File: config.mk
export PLATFORM = sky130hd
export DESIGN_NAME = mul_rsat_pipe
export DESIGN_NICKNAME = d
export VERILOG_FILES = /design/src/rtl/mul_rsat_pipe.sv
export SDC_FILE = /design/constraint.sdc
export NUM_CORES = 1
export LEC_CHECK = 0
export CORE_UTILIZATION = 50
export DETAILED_ROUTE_END_ITERATION = 10
export DONT_BUFFER_PORTS = 1
export HOLD_SLACK_MARGIN = 0.03
export PLACE_DENSITY = 0.71
export SKIP_LAST_GASP = 1
export SLEW_MARGIN = 10
export SYNTH_ARGS = -nofsm -noshare
export SYNTH_HDL_FRONTEND = slang
export SYNTH_SLANG_ARGS = --single-unit
File: constraint.sdc
create_clock -name clk -period 12.8 [get_ports clk]
set_clock_uncertainty 0.05 [all_clocks]
set_input_delay 2.56 -clock clk [delete_from_list [all_inputs] [get_ports clk]]
set_output_delay 2.56 -clock clk [all_outputs]
set_load 0.01 [all_outputs]
File: src/rtl/mul_rsat_pipe.sv
// mul_rsat_pipe: pipelined signed multiplier with valid tracking, selectable
// output slice (arithmetic shift), optional round-half-up and optional
// symmetric saturation, plus per-sample and sticky overflow flags.
//
// Ports:
//   clk         system clock, rising edge
//   rst         asynchronous reset, active-low
//   in_valid    a/b carry a sample this cycle
//   a, b        signed operands
//   out_valid   p/ovf carry a result this cycle (PIPE cycles after in_valid)
//   p           rounded/shifted/saturated (or wrapped) product
//   ovf         this sample's shifted product exceeded the OUT_W range
//   ovf_sticky  OR of ovf over output samples since the last clear
//   ovf_clr     synchronous clear of ovf_sticky (a same-cycle set wins)
module mul_rsat_pipe #(
  parameter int A_W   = 16,
  parameter int B_W   = 16,
  parameter int OUT_W = 16,
  parameter int SHIFT = 15,
  parameter int ROUND = 1,
  parameter int SAT   = 1,
  parameter int PIPE  = 3
) (
  input  logic                    clk,
  input  logic                    rst,
  input  logic                    in_valid,
  input  logic signed [A_W-1:0]   a,
  input  logic signed [B_W-1:0]   b,
  output logic                    out_valid,
  output logic signed [OUT_W-1:0] p,
  output logic                    ovf,
  output logic                    ovf_sticky,
  input  logic                    ovf_clr
);

  localparam int PW  = A_W + B_W;
  localparam int RW  = PW + 1;
  localparam int RSH = (SHIFT > 0) ? SHIFT - 1 : 0;
  // Stage 3 plus the plain delay stages up to PIPE.
  localparam int unsigned NS = PIPE - 2;

  localparam logic signed [RW-1:0] RND  =
    (ROUND != 0 && SHIFT > 0) ? (RW'(1) << RSH) : '0;
  localparam logic signed [RW-1:0] QMAX = (RW'(1) << (OUT_W - 1)) - RW'(1);
  localparam logic signed [RW-1:0] QMIN = ~QMAX;

  logic signed [A_W-1:0]   a_r;
  logic signed [B_W-1:0]   b_r;
  logic                    v1;
  logic signed [PW-1:0]    prod;
  logic                    v2;

  logic signed [RW-1:0]    r_full;
  logic signed [RW-1:0]    q_full;
  logic signed [OUT_W-1:0] p_n;
  logic                    ovf_n;

  logic [NS-1:0]           vs;
  logic signed [OUT_W-1:0] ps [NS];
  logic [NS-1:0]           os;

  // The extra bit keeps the rounding addition from ever overflowing.
  always_comb begin
    r_full = {prod[PW-1], prod} + RND;
    q_full = r_full >>> SHIFT;
    ovf_n  = (q_full > QMAX) || (q_full < QMIN);
    if (SAT != 0 && q_full > QMAX)
      p_n = QMAX[OUT_W-1:0];
    else if (SAT != 0 && q_full < QMIN)
      p_n = QMIN[OUT_W-1:0];
    else
      p_n = q_full[OUT_W-1:0];
  end

  always_ff @(posedge clk or negedge rst) begin
    if (!rst) begin
      a_r  <= '0;
      b_r  <= '0;
      v1   <= 1'b0;
      prod <= '0;
      v2   <= 1'b0;
      vs   <= '0;
      os   <= '0;
      for (int unsigned i = 0; i < NS; i++)
        ps[i] <= '0;
    end else begin
      v1 <= in_valid;
      if (in_valid) begin
        a_r <= a;
        b_r <= b;
      end
      v2 <= v1;
      if (v1)
        prod <= a_r * b_r;
      vs[0] <= v2;
      if (v2) begin
        ps[0] <= p_n;
        os[0] <= ovf_n;
      end
      // Data registers only advance behind a valid bit, so the output
      // holds the last valid result through gaps.
      for (int unsigned i = 1; i < NS; i++) begin
        vs[i] <= vs[i-1];
        if (vs[i-1]) begin
          ps[i] <= ps[i-1];
          os[i] <= os[i-1];
        end
      end
    end
  end

  assign out_valid = vs[NS-1];
  assign p         = ps[NS-1];
  assign ovf       = os[NS-1];

  always_ff @(posedge clk or negedge rst) begin
    if (!rst)
      ovf_sticky <= 1'b0;
    else if (out_valid && ovf)
      ovf_sticky <= 1'b1;
    else if (ovf_clr)
      ovf_sticky <= 1'b0;
  end

endmodule

==> results.yml <==
yosys:
  syn_avg_cell_area_um2: 9.519
  synth_edf_count: 0
  yosysWarnings: 0
  synth_area_mm2: 0.01261
  ys_types: 58
  syn-num-nets: 1702
  yosysSeqAreaShare_pct: 14.09
  synth_top_flop_cell: "dfrtp_1"
  synth_async_sr_flop_share_pct: 100.0
  synth_cells: 1325
  synth_seq_cells: 71
routing:
  detail-route-antenna-nets: 0
  post-route-drc-count: 0
  drt_first_pass_iters: 4
  routed_via_density: 5.299
  dr_total_vias: 8590
  routed_wl_mm: 27.48
  wl_per_cell_um: 16.95
  dr.first_iter.drc_count: 453
timing:
  slew_viol_final: 0
  finalCritPeriodShare_pct: 53.69
  setup_tns_ns: 0
  period_minus_slack_ns: 6.872
  setup_viol: 0
  hold_viol: 0
  relSlewSlack_pct: 37.87
  rsz0062_at_grt: "false"
  max_freq_mhz: 145.5
  hold_ws_ns: 0.4748
  tightest_slew_ns: 0.9320
clocking:
  h-tree-depth: 3
  clk_path_buf_depth: 2
  cts_num_sinks: 71
  ctsResizeCount: 0
  cts_tree: "built"
  postCtsSetupRepairBufs: 0
  clk_latency_ns: 0.35
  path_clk_slew_ns: 0.06
  cts-root-buf: "clkbuf_16"
  numCtsBuffers: 9
  ctsHoldBuffers: 0
cells_and_area:
  final_nets: 1666
  multi_input_area_mm2: 0.009459
  seqCellArea_mm2: 0.001777
  syn_to_final_growth_pct: 4.186
  layout_common_cells: "inv_1 (316), fa_1 (261), nand2_1 (151), and2_1 (116), ha_1 (80)"
  final_common_cell: "inv_1"
  fillerInstances: 2223
  drive_gt1_share_pct: 4.946
run:
  maxCapViolCount: 0
floorplan:
  rows: 57
  core_area_mm2: 0.02453
  die_x_um: 160.8
  ioPinCount: 55
  die_area_mm2: 0.02586
  die_y_um: 160.8
  start_util_pct: 51.41
setup_path:
  end_kind: "flop"
  reg2reg_slack_ns: 5.93
  arrival_ns: 7.05
  cp.required_ns: 12.98
  crit_fanout: 17
  worstSetupPathType: "flop to flop"
  start_kind: "flop"
grt:
  grt_antenna_before_repair: 2
  grt_pass1_wl_mm: 47.75
  first_global_vias: 9389
  grt_overflow: 0
  grt.total_usage_pct: 23.77
  grt_max_degree: 72
place:
  routabilityCongestion: 0.8620
  io_buffer_count: 0
  hpwl_mm: 22.27
hold_path:
  hp-class: "flop to flop"
status:
  status: "finished clean"
==> cell families (layout without fill, tap and decap cells) <==
logic type	after synthesis	after routing	synth area share, %
flip-flops	71	71	14.09
buffers and inverters	366	335	10.91
multiplexers	33	33	2.946
AO/OA/AOI/OAI	113	113	5.952
XOR/XNOR	29	29	2.014
AND/OR/NAND/NOR	372	372	14.72
other	0	3	0
adder cells (fa/ha/maj)	341	341	49.37
==> synth_stat cells (4+ instances only) <==
cell type  instances  area, um2
a21oi_1           48      240.2
mux2_2            32      360.4
nand2b_1           7      43.79
o21ai_0            9      45.04
and4_1             6      52.55
nand4_1            8      50.05
clkbuf_1          47      176.4
dfrtp_1           71       1777
a31oi_1            4      25.02
inv_1            316       1186
nor2_1            43      161.4
a21o_1             7      52.55
fa_1             261       5225
ha_1              80       1001
xor2_1             5      43.79
xnor2_1           24      210.2
nor3_1             7      35.03
nand2_1          151      566.8
nand3_1           15      75.07
o31ai_1            4      30.03
and2_1           116      725.7
a211oi_2           4      50.05
o21ai_1            7      35.03
==> final timing paths <==
| kind | start | endpoint | cells after the start |
|---|---|---|---|
| min | prod[27] | prod[27] | 1 |
| max | b_r[2] | prod[31] | 18 |
| min reg2reg | prod[27] | prod[27] | 1 |
| min in group asynchronous | rst | ovf | 0 |
| max reg2reg | b_r[2] | prod[31] | 18 |
| max in group asynchronous | rst | a_r[10] | 0 |
==> per-layer routing <==
metal / vias to the layer above / global-route usage [%] / routed length [um]
met5: - / 0 / 12
met4: 2 / 6.475 / 555
met3: 41 / 4.132 / 1476
met2: 214 / 41.62 / 14290
met1: 4415 / 30.36 / 11140
li1: 3918 / - / -
==> worst max-delay path, cell delays in order (launching register included) <==
cell	delay (ns)
dfrtp_1	0.75
nand2_1	0.20
inv_1	0.12
fa_1	0.54
fa_1	0.87
fa_1	0.52
fa_1	0.48
fa_1	0.55
inv_1	0.06
fa_1	0.52
inv_1	0.04
ha_1	0.36
a21oi_2	0.27
o21ai_1	0.13
a311oi_1	0.30
o21ai_1	0.20
o211ai_2	0.32
a31oi_1	0.12
or3b_1	0.36
==> sequential cells by signal (all words and copies together), names as in the netlist <==
name and flops:
v2 1, out_valid 1, ovf_sticky 1, a_r 16
v1 1, p 16, b_r 16, prod 18
ovf 1
==> area by class of cell <==
| type | count | area share (%) |
|---|---|---|
| multi-input combinational | 888 | 71.99 |
| sequential | 71 | 13.52 |
| inverter | 317 | 9.055 |
| tap | 324 | 3.085 |
| clock buffer | 9 | 1.714 |
| clock inverter | 7 | 0.4666 |
| timing repair buffer | 2 | 0.1143 |
| antenna | 3 | 0.05713 |
==> per-stage QoR <==
stage                     util (%)  area, um2  worst slack [ns]  instances
final                        53.56      13140             5.928       1621
after global routing         53.53      13130             5.524       1618
after CTS                    53.53      13130             5.968       1618
after detailed placement     52.36      12850             5.997       1602
after global placement       52.36      12850             6.165       1602
after floorplan                  -      12610             6.611       1325
Power is left out: the tool's default activity adds up to more than one toggle a clock period on the data nets, which glitch-free logic cannot reach.
